$ cat src/rtl/busy_arbiter_if.sv
// Request/grant bundle between client FSMs and the shared busy-timer arbiter.
// Client side drives requests and run lengths; the arbiter side drives grant/status.
interface busy_arbiter_if #(
    parameter int unsigned NREQ = 4,
    parameter int unsigned CW   = 16,
    parameter int unsigned IW   = 2
);
    logic [NREQ-1:0]    i_req;
    logic [NREQ*CW-1:0] i_len;
    logic [NREQ-1:0]    o_grant;
    logic [IW-1:0]      o_owner;
    logic               o_busy;
    logic               o_done;
    logic               o_aborted;

    modport master (
        output i_req, i_len,
        input  o_grant, o_owner, o_busy, o_done, o_aborted
    );

    modport slave (
        input  i_req, i_len,
        output o_grant, o_owner, o_busy, o_done, o_aborted
    );
endinterface

$ cat src/rtl/busy_arbiter.sv
// Round-robin arbiter sharing one countdown busy timer among NREQ requesters.
// The owner keeps its grant for max(len,1) cycles, then sees a one-cycle done pulse.
module busy_arbiter #(
    parameter int unsigned NREQ = 4,
    parameter int unsigned CW   = 16,
    parameter int unsigned IW   = 2
) (
    input  logic          i_clk,
    input  logic          i_reset_n,
    busy_arbiter_if.slave bus
);
    typedef enum logic [1:0] {IDLE, RUN, DONE} state_t;

    state_t            state, state_n;
    logic [CW-1:0]     cnt, cnt_n;
    logic [NREQ-1:0]   grant, grant_n;
    logic [IW-1:0]     owner, owner_n;
    logic [IW-1:0]     rr, rr_n;
    logic              done, done_n;
    logic              aborted, aborted_n;

    logic              found;
    logic [IW-1:0]     sel;
    logic [CW-1:0]     len_sel;
    int unsigned       pos;
    logic [NREQ-1:0]   req_sh;
    logic [NREQ*CW-1:0] len_sh;
    logic [NREQ-1:0]   owner_req_sh;

    always_ff @(posedge i_clk) begin
        if (!i_reset_n) begin
            state   <= IDLE;
            cnt     <= '0;
            grant   <= '0;
            owner   <= '0;
            rr      <= '0;
            done    <= 1'b0;
            aborted <= 1'b0;
        end else begin
            state   <= state_n;
            cnt     <= cnt_n;
            grant   <= grant_n;
            owner   <= owner_n;
            rr      <= rr_n;
            done    <= done_n;
            aborted <= aborted_n;
        end
    end

    always_comb begin
        state_n      = state;
        cnt_n        = cnt;
        grant_n      = grant;
        owner_n      = owner;
        rr_n         = rr;
        done_n       = 1'b0;
        aborted_n    = aborted;
        found        = 1'b0;
        sel          = '0;
        len_sel      = '0;
        pos          = 0;
        req_sh       = '0;
        len_sh       = '0;
        owner_req_sh = bus.i_req >> owner;

        // Walk upward from the rr pointer with wrap; shifts avoid variable-width bit selects.
        for (int unsigned i = 0; i < NREQ; i++) begin
            pos    = (32'(rr) + i) % NREQ;
            req_sh = bus.i_req >> pos;
            if (!found && req_sh[0]) begin
                found   = 1'b1;
                sel     = IW'(pos);
                len_sh  = bus.i_len >> (pos * CW);
                len_sel = len_sh[CW-1:0];
            end
        end

        case (state)
            IDLE: begin
                if (found) begin
                    state_n        = RUN;
                    grant_n        = '0;
                    grant_n[sel]   = 1'b1;
                    owner_n        = sel;
                    cnt_n          = (len_sel == '0) ? CW'(1) : len_sel;
                    aborted_n      = 1'b0;
                end
            end
            RUN: begin
                if (!owner_req_sh[0]) begin
                    state_n   = DONE;
                    cnt_n     = '0;
                    done_n    = 1'b1;
                    aborted_n = 1'b1;
                end else if (cnt == CW'(1)) begin
                    state_n = DONE;
                    cnt_n   = '0;
                    done_n  = 1'b1;
                end else begin
                    cnt_n = cnt - CW'(1);
                end
            end
            DONE: begin
                state_n   = IDLE;
                grant_n   = '0;
                aborted_n = 1'b0;
                rr_n      = (owner == IW'(NREQ - 1)) ? '0 : owner + IW'(1);
            end
            default: begin
                state_n = IDLE;
                grant_n = '0;
                cnt_n   = '0;
            end
        endcase
    end

    assign bus.o_grant   = grant;
    assign bus.o_owner   = owner;
    assign bus.o_busy    = (state != IDLE);
    assign bus.o_done    = done;
    assign bus.o_aborted = aborted;
endmodule
$ cat src/flat_wrapper.sv
// flat-port wrapper written by rule: the top's interface ports become plain ports
module busy_arbiter_flat 
#(
    parameter int unsigned NREQ = 4,
    parameter int unsigned CW   = 16,
    parameter int unsigned IW   = 2
)
  (i_clk, i_reset_n, bus_i_req, bus_i_len, bus_o_grant, bus_o_owner, bus_o_busy, bus_o_done, bus_o_aborted);
  busy_arbiter_if #(.NREQ(NREQ), .CW(CW), .IW(IW)) bus_i ();
  input  logic i_clk;
  input  logic i_reset_n;
  input wire logic [$bits(bus_i.i_req)-1:0] bus_i_req;
  input wire logic [$bits(bus_i.i_len)-1:0] bus_i_len;
  output wire logic [$bits(bus_i.o_grant)-1:0] bus_o_grant;
  output wire logic [$bits(bus_i.o_owner)-1:0] bus_o_owner;
  output wire logic [$bits(bus_i.o_busy)-1:0] bus_o_busy;
  output wire logic [$bits(bus_i.o_done)-1:0] bus_o_done;
  output wire logic [$bits(bus_i.o_aborted)-1:0] bus_o_aborted;
  assign bus_i.i_req = bus_i_req;
  assign bus_i.i_len = bus_i_len;
  assign bus_o_grant = bus_i.o_grant;
  assign bus_o_owner = bus_i.o_owner;
  assign bus_o_busy = bus_i.o_busy;
  assign bus_o_done = bus_i.o_done;
  assign bus_o_aborted = bus_i.o_aborted;
  busy_arbiter #(.NREQ(NREQ), .CW(CW), .IW(IW)) u_core (.i_clk(i_clk), .i_reset_n(i_reset_n), .bus(bus_i));
endmodule
$ cat config.mk
export PLATFORM = sky130hd
export DESIGN_NAME = busy_arbiter_flat
export DESIGN_NICKNAME = d
export VERILOG_FILES = /design/src/rtl/busy_arbiter_if.sv /design/src/rtl/busy_arbiter.sv /design/src/flat_wrapper.sv
export SDC_FILE = /design/constraint.sdc
export NUM_CORES = 1
export LEC_CHECK = 0
export CORE_MARGIN = 2
export CORE_UTILIZATION = 60
export CTS_CLUSTER_DIAMETER = 80
export DETAILED_ROUTE_END_ITERATION = 10
export DONT_BUFFER_PORTS = 1
export PLACE_DENSITY = 0.74
export RECOVER_POWER = 50
export SLEW_MARGIN = 20
export SYNTH_ARGS = -nofsm -noshare
export SYNTH_HDL_FRONTEND = slang
export SYNTH_SLANG_ARGS = --single-unit
$ cat constraint.sdc
create_clock -name i_clk -period 2.8 [get_ports i_clk]
set_input_delay 0.28 -clock i_clk [delete_from_list [all_inputs] [get_ports i_clk]]
set_output_delay 0.28 -clock i_clk [all_outputs]
set_load 0.05 [all_outputs]
Yosys cells after proc, flatten, opt, wreduce, memory -nomap -nowiden
Cells that the tools add are included.
{"block": "totals", "regBits": 28, "output_inout_bits": 9, "input_bits": 70, "elab_cells": 80}
{"block": "op_classes", "bitwise_logic": 2, "shifts": 9, "magnitude_cmp": 2, "eq_ne": 7, "add_sub_neg": 5, "mux": 31, "n_reduce_logical": 17}
{"operator": ">> shifter 64 x 6 -> 16 bit", "count": 4}
{"operator": "two-way mux 16 bit", "count": 8}
{"operator": "case mux 16 bit (3 select lines)", "count": 1}
{"operator": ">> shifter 4 x 2 -> 1 bit", "count": 5}
{"operator": "equality test 16 x 1 -> 1 bit (second input constant)", "count": 1}
{"operator": "zero test 16 bit", "count": 1}
{"operator": "two-way mux 2 bit", "count": 8}
{"operator": "subtractor 16 x 1 -> 16 bit (second input constant)", "count": 1}
{"operator": "AND reduction 2 bit", "count": 5}
{"operator": "two-way mux 1 bit", "count": 9}
{"operator": "case mux 4 bit (2 select lines)", "count": 1}
{"operator": "adder 2 x 1 -> 2 bit (second input constant)", "count": 2}
{"operator": "adder 2 bit (second input constant)", "count": 2}
{"operator": "equality test 2 bit (second input constant)", "count": 2}
{"operator": "logical AND 1 bit", "count": 4}
{"operator": "two-way mux 4 bit", "count": 1}
{"operator": "case mux 2 bit (2 select lines)", "count": 1}
{"operator": "zero test 1 bit", "count": 3}
{"operator": "< comparator 2 x 3 -> 1 bit (second input constant)", "count": 1}
{"operator": "!= test 3 bit (second input constant)", "count": 1}
{"operator": "case mux 1 bit (3 select lines)", "count": 1}
{"operator": "AND reduction 3 bit", "count": 1}
{"operator": "nonzero test 3 bit", "count": 1}
{"operator": "demux 1 bit (select 2 bit)", "count": 1}
{"operator": "7 further kinds", "count": 8}

Logic depth before layout (Yosys ltp)
Gate-level depths: netlist of run 1.
{"block": "logic_depth", "ltp_word": 17, "depth_mapped": 14, "depth_no_buf": 9}

Least setup slack after synthesis of run 1
No wires, ideal clock.
{"block": "synth_path", "path_type": "reg-to-reg", "start": "register u_core.owner[0], in the netlist u_core.bus.o_owner[0]", "end": "register u_core.cnt[0]", "stages_incl_launch_ff": 9, "path_slack_ns": 0.294, "synth_period_minus_slack_ns": 2.506, "setup_time_ns": 0.124, "arrival_ns": 2.382, "t_required_ns": 2.676, "n_path_buf": 2, "path_cell_list": "dfxtp_1 mux4_2 o21ai_1 or3b_2 clkbuf_1 clkbuf_1 nor2_1 a211oi_1 o22ai_2"}
{"block": "synth_between", "elab_chain_len": 3}
{"element": "from (decl)", "line_no": "busy_arbiter.sv:17", "source": "logic [IW-1:0] owner, owner_n;"}
{"element": "from (signal assigned)", "line_no": "busy_arbiter.sv:43", "source": "owner <= owner_n;"}
{"element": ">> shifter 4 x 2 -> 1 bit", "line_no": "busy_arbiter.sv:64", "source": "owner_req_sh = bus.i_req >> owner;"}
{"element": "two-way mux 16 bit", "line_no": "busy_arbiter.sv:90", "source": "if (!owner_req_sh[0]) begin"}
{"element": "case mux 16 bit (3 select lines)", "line_no": "busy_arbiter.sv:78", "source": "case (state)"}
{"element": "to (signal assigned)", "line_no": "busy_arbiter.sv:41", "source": "cnt <= cnt_n;"}
{"element": "to (decl)", "line_no": "busy_arbiter.sv:15", "source": "logic [CW-1:0] cnt, cnt_n;"}
No other way between the ends.
A chain may end at the register's enable or synchronous reset.

Worst setup path in the final report of run 1
{"block": "layout_path", "start": "register u_core.rr[0]", "end": "register u_core.cnt[0]"}
{"block": "layout_between", "elab_chain_len": 15, "elab_cells_between_ends": 31, "classes_between": "add/sub: 3; eq/ne: 1; shift: 8; mux: 11; reduce/logical: 8"}
{"element": "from (decl)", "line_no": "busy_arbiter.sv:18", "source": "logic [IW-1:0] rr, rr_n;"}
{"element": "from (signal assigned)", "line_no": "busy_arbiter.sv:44", "source": "rr <= rr_n;"}
{"element": "parallel branches: the longest is 15 deep, another holds adder 2 x 1 -> 2 bit"}
Parallel ways; which one is timed is not known. The select of a mux whose other input is x is not followed.

==> flow_metrics.py, run 1 <==
metrics = {
    "placed_design": {
        "port_buffers": 0,
        "globalplace.congestion": 0.966,
        "dp_hpwl_um": 8170,
        "place_area_um2": 3640,
        "dp_slack_ns": 0.114,
        "dp_cells": 529,
    },
    "global_route": {
        "overflow": 0,
        "grt_pass1_wl_um": 17400,
        "antenna_found_initial": 0,
        "grt_start_max_net_pins": 34,
        "grt_pass1_vias": 3677,
        "track_usage_pct": 33.7,
    },
    "synth": {
        "synthXorXnorAreaFrac_pct": 0.497,
        "async_reset_ff_share_pct": 0,
        "synthSimpleGateAreaFrac_pct": 24.3,
        "synth_top_family_by_area": "compound AO/OA/AOI/OAI gates",
        "synth_area_um2": 3530,
        "netlist.area_leader.share_pct": 15.9,
        "ys_ff_latch": 28,
        "yosys_warnings": 0,
        "synth-compound-area-share_pct": 31.4,
        "yosys.area_share.adder_pct": 1.06,
        "synthMuxAreaShare_pct": 19.3,
        "synth-main-ff-cell": "dfxtp_1",
        "synth_edf_count": 0,
        "syn_area_per_cell_um2": 7.66,
        "yosysSeqAreaShare_pct": 15.9,
        "syn_inst": 460,
        "ys_top_cells_by_area": "dfxtp_1 16%, mux2i_1 12%, a21oi_1 6.5%, nor2_1 5.5%, mux4_2 3.8%",
        "synth_top_area_cell": "dfxtp_1",
        "synth_fp_nets": 533,
        "synth_cell_types": 71,
    },
    "clock_tree": {
        "cts_tree": "done",
        "clk_pin_slew_worst_paths_ns": 0.10,
        "cts_buffer_depth": 2,
        "ctsHoldBuffers": 0,
        "cts_made_buffers": 3,
        "worstSkewPairLatency_ns": 0.28,
        "clock_sinks": 28,
        "h-tree-depth": 1,
        "cts-root-buf": "clkbuf_8",
    },
    "finish": {
        "diodes": 0,
        "stdcell_count": 534,
        "nets": 536,
        "stdcell_area_um2": 3730,
        "syn_to_final_growth_pct": 5.93,
        "layout-drive-gt1-share_pct": 14.5,
    },
    "sta": {
        "fin_skew_ns": 0.00447,
        "setup_viol": 0,
        "min_period_ns": 2.66,
        "setup_slack_ns": 0.137,
        "min_period_over_period_pct": 95.1,
        "holdWs_ns": 0.116,
        "tns_ns": 0,
        "tightest_slew_ns": 1.35,
        "relSlewSlack_pct": 10.1,
        "slew_viol_final": 0,
        "fmax_ghz": 0.376,
        "hold_violations": 0,
        "rsz0062_at_grt": "false",
    },
    "route": {
        "num_vias": 3924,
        "vias_per_cell": 7.35,
        "wl_per_cell_um": 20.5,
        "initialDrtViolationCount": 431,
        "routed_wirelength_um": 10900,
        "firstDrtPassIters": 5,
        "drc_errors": 0,
        "drtAntennaViolNets": 0,
    },
    "setup_path": {
        "cp_max_fo": 11,
        "slowest_stage": "or4_1",
        "required_ns": 3.01,
        "path_cells": "inv_1, a2111o_1, nand2_2, a2111oi_2, o221ai_2, or4_1, nand4bb_1, o22ai_2",
        "crit_path_end_kind": "register",
        "cp.arrival_ns": 2.87,
        "slowest_delay_ns": 0.56,
        "startpoint_type": "register",
        "path_class": "register to register",
    },
    "floorplanning": {
        "core_area_um2": 5610,
        "rows": 27,
        "die_area_um2": 6510,
        "pin_count": 79,
        "die_y_um": 80.7,
        "start_util_pct": 62.9,
        "die_w_um": 80.7,
    },
    "run": {
        "cap_violations": 0,
    },
    "run_status": {
        "status": "finished, final reports clean",
    },
    "worst_hold_path": {
        "hp-class": "primary input to register",
    },
    "power": {
        "power.leakage_nw": 1.26,
        "max-vdd-ir-drop_mv": 0.388,
        "p_per_area_nw_per_um2": 397,
    },
}
-- flip-flops by register name, indices dropped and copies added (netlist names) --
signal                flops
u_core.bus.o_owner        2
u_core.cnt               16
u_core.rr                 2
u_core.bus.o_done         1
u_core.bus.o_aborted      1
u_core.bus.o_grant        4
u_core.state              2
-- layout by cell type (no fill, tap or decap), types with 4 or more instances in the layout --
| cell type | count |
|---|---|
| nor3_1 | 17 |
| nor3b_1 | 5 |
| o21ai_0 | 19 |
| dfxtp_1 | 26 |
| o21ai_1 | 6 |
| o31ai_1 | 5 |
| mux2i_1 | 42 |
| nand4_1 | 4 |
| nor2_1 | 52 |
| inv_1 | 9 |
| mux2_2 | 11 |
| and2_1 | 6 |
| a221oi_1 | 9 |
| mux4_2 | 6 |
| a21oi_1 | 45 |
| a22oi_1 | 10 |
| o22ai_1 | 5 |
| nor4_1 | 7 |
| nor2b_1 | 8 |
| buf_4 | 29 |
| nand2_1 | 23 |
| nand3_1 | 9 |
| a211oi_1 | 9 |
| and4b_1 | 5 |
| nand3b_1 | 7 |
| a32oi_1 | 5 |
| o221ai_1 | 8 |
-- per-layer routing --
layer / track usage (%) / up-vias / share of wire, %
met1: 45.6 / 1834 / 42
li1: - / 1805 / -
met4: 9.15 / 0 / 2.5
met2: 55.0 / 256 / 46
met5: 0 / - / 0
met3: 5.73 / 29 / 9.5
-- through the flow --
| step | util (%) | power, mW |
|---|---|---|
| global route | 66.6 | 1.56 |
| global placement | 64.9 | 1.14 |
| CTS | 66.2 | 1.47 |
| detailed placement | 64.9 | 1.15 |
| finish | 66.6 | 1.48 |
| floorplan | - | 0.996 |
-- layout make-up --
cell class | instances | area (um2)
Sequential cell | 28 | 566
Fill cell | 516 | 1870
Tap cell | 72 | 90.1
Timing Repair Buffer | 33 | 241
Clock inverter | 1 | 30.0
Inverter | 12 | 45.0
Clock buffer | 3 | 41.3
Multi-Input combinational cell | 385 | 2720
-- path summary, 6_finish.rpt --
check | slack, ns | startpoint | end | depth (start not counted)
worst max-delay path | 0.14 | u_core.rr[0] | u_core.cnt[0] | 8
worst min-delay path | 0.12 | i_reset_n | u_core.cnt[14] | 1
worst max register to register | 0.14 | u_core.rr[0] | u_core.cnt[0] | 8
worst min register to register | 0.52 | u_core.cnt[12] | u_core.cnt[12] | 2
-- cells by family after synthesis --
group                      Yosys count
muxes                               59
DFF                                 28
AOI/OAI and AO/OA                  159
adders and majority gates            3
and+or+nand+nor                    162
xor gates and xnor gates             2
buffers and inverters               47
-- what timing repair did --
| action | 4_1_cts | 5_1_grt |
|---|---|---|
| setup endpoints to repair | 0 | 1 |
| resized for setup | 0 | 6 |
| setup buffers | 0 | 1 |
-- power breakdown --
| group | internal (mW) | leakage (nW) | switching, mW |
|---|---|---|---|
| Clock | 0.191 | 0.0357 | 0.127 |
| Sequential | 0.443 | 0.231 | 0.0747 |
| Combinational | 0.262 | 0.993 | 0.384 |
| Total | 0.896 | 1.26 | 0.586 |
-- worst max-delay path: cells and delay by family, from the launching register on --
| kind | cells | cell delay, ns |
|---|---|---|
| AO/OA/AOI/OAI | 4 | 0.93 |
| buffers and inverters | 1 | 0.29 |
| flip-flops | 1 | 0.39 |
| AND/OR/NAND/NOR | 3 | 0.99 |
-- cells in the mapped netlist, types with 10 or more instances --
cell type / number
a22oi_1: 10
mux2_2: 11
mux2i_1: 42
nand2_1: 23
buf_2: 13
nor3_1: 17
clkbuf_1: 13
a21oi_1: 46
dfxtp_1: 28
o21ai_0: 19
nor2_1: 52
Power figures use the tool's default switching activity.
==> inputs of run 2 (changes only) <==
CTS_CLUSTER_DIAMETER = 50   (was 80)
SKIP_LAST_GASP = 1   (was default)
==> results of run 2 <==
Final layout, timing and power as in run 1 (identical DEF).
==> inputs of run 3 (changes only) <==
CELL_PAD_IN_SITES_DETAIL_PLACEMENT = 0   (was default)
CELL_PAD_IN_SITES_GLOBAL_PLACEMENT = 1   (was default)
CORE_UTILIZATION = 47   (was 60)
PLACE_DENSITY = 0.79   (was 0.74)
==> flow_metrics.py, run 3 (same netlist as run 1, synthesis figures left out) <==
metrics = {
    "run_status": {
        "status": "finished, final reports clean",
    },
    "route": {
        "drtAntennaViolNets": 0,
        "drc_errors": 0,
        "vias_per_cell": 6.74,
        "wl_per_cell_um": 20.3,
        "num_vias": 3809,
        "routed_wirelength_um": 11500,
        "firstDrtPassIters": 5,
        "initialDrtViolationCount": 286,
    },
    "sta": {
        "setup_viol": 0,
        "rsz0062_at_grt": "false",
        "min_period_ns": 2.66,
        "fin_skew_ns": 0.00291,
        "relSlewSlack_pct": 43.9,
        "hold_violations": 0,
        "slew_viol_final": 0,
        "fmax_ghz": 0.376,
        "min_period_over_period_pct": 95.0,
        "tightest_slew_ns": 0.841,
    },
    "clock_tree": {
        "cts_made_buffers": 3,
        "cts-root-buf": "clkbuf_8",
        "cts_tree": "done",
        "cts_buffer_depth": 2,
        "clk_pin_slew_worst_paths_ns": 0.10,
        "h-tree-depth": 1,
        "worstSkewPairLatency_ns": 0.27,
        "clock_sinks": 28,
    },
    "global_route": {
        "grt_pass1_wl_um": 18800,
        "grt_pass1_vias": 3700,
        "antenna_found_initial": 0,
        "track_usage_pct": 27.5,
        "overflow": 0,
        "grt_start_max_net_pins": 40,
    },
    "worst_hold_path": {
        "min-delay-start": "i_reset_n",
        "hp-class": "primary input to register",
    },
    "setup_path": {
        "reg2regPathDepth": 10,
        "startpoint_type": "register",
        "cp.arrival_ns": 2.86,
        "path_class": "register to register",
        "startpoint": "u_core.rr[1]",
        "crit_path_end_kind": "register",
        "reg2reg_from": "u_core.rr[1]",
        "regToRegSetupSlack_ns": 0.14,
        "r2r-end": "u_core.cnt[0]",
        "required_ns": 3.01,
        "crit_end": "u_core.cnt[0]",
        "cp_max_fo": 13,
    },
    "finish": {
        "layout_common_cells": "52 x nor2_1, 46 x a21oi_1, 42 x mux2i_1",
        "regMostFlops": "u_core.cnt",
        "diodes": 0,
        "layout-drive-gt1-share_pct": 15.2,
        "largest_reg_flops": 16,
        "final_common_cell": "nor2_1",
        "stdcell_count": 565,
        "post-route-util_pct": 52.6,
        "syn_to_final_growth_pct": 8.27,
        "nets": 540,
    },
    "power": {
        "max-vdd-ir-drop_mv": 0.220,
        "power.leakage_nw": 1.28,
        "p_per_area_nw_per_um2": 393,
    },
    "placed_design": {
        "port_buffers": 0,
        "dp_cells": 559,
        "globalplace.congestion": 0.925,
        "dp_hpwl_um": 8670,
    },
    "floorplanning": {
        "die_area_um2": 8210,
        "pin_count": 79,
        "core_area_um2": 7250,
        "rows": 31,
        "die_w_um": 90.6,
        "die_y_um": 90.6,
        "start_util_pct": 48.6,
    },
    "run": {
        "cap_violations": 0,
    },
}
==> run 3: worst min path at each step <==
stage | to | slack [ns] | cells past startpoint
5_1_grt | u_core.cnt[15] | 0.11 | 1
6_report | u_core.cnt[14] | 0.12 | 1
4_1_cts | u_core.cnt[15] | 0.11 | 1
3_3_place_gp | u_core.cnt[14] | 0.40 | 1
3_5_place_dp | u_core.cnt[14] | 0.41 | 1
2_1_floorplan | u_core.cnt[15] | 0.40 | 1
==> run 3: layout make-up <==
cell class	count	area, um2
Inverter	12	48.8
Sequential cell	28	566
Timing Repair Buffer	37	279
Clock buffer	3	41.3
Tap cell	99	124
Clock inverter	1	30.0
Fill cell	733	3440
Multi-Input combinational cell	385	2730
==> run 3: metal layers <==
metal,routed length (um),track usage (%),vias to the layer above,part of all wire [%]
met3,788,4.42,22,6.9
met4,260,6.54,0,2.3
met5,0,0,-,0
met1,5070,37.2,1806,44
li1,-,-,1814,-
met2,5370,45.9,167,47
==> run 3: worst max-delay path, cell delays in order, from the launching register on <==
cell and delay [ns]:
dfxtp_4 0.42, buf_4 0.20, and3b_1 0.22, o21ai_4 0.19
buf_4 0.23, and2_0 0.36, o221ai_1 0.20, a21oi_1 0.31
and4b_1 0.23, nand4bb_1 0.12, o22ai_2 0.10
==> run 3: report_power, final <==
group | switching, mW | leakage [nW] | total [mW] | internal, mW
Sequential | 0.0717 | 0.231 | 0.515 | 0.443
Combinational | 0.393 | 1.01 | 0.666 | 0.274
Clock | 0.128 | 0.0357 | 0.319 | 0.191
==> run 3: what timing repair did <==
item / 4_1_cts / 5_1_grt
setup endpoints to repair: 1 / 3
setup buffers: 0 / 2
hold buffers: 0 / 0
gates resized for setup: 1 / 7
==> run 3: per-stage QoR <==
| step | setup slack [ns] | area (um2) | hold slack [ns] | TNS [ns] | total power, mW |
|---|---|---|---|---|---|
| 6_report | 0.141 | 3820 | 0.120 | 0 | 1.50 |
| 5_1_grt | 0.0120 | 3820 | 0.111 | 0 | 1.60 |
| 4_1_cts | 0.0432 | 3780 | 0.112 | 0 | 1.49 |
| 3_5_place_dp | -0.0476 | 3710 | 0.406 | -0.0476 | 1.17 |
| 3_3_place_gp | 0.0210 | 3710 | 0.400 | 0 | 1.16 |
| 2_1_floorplan | 0.294 | 3530 | 0.397 | 0 | 0.996 |
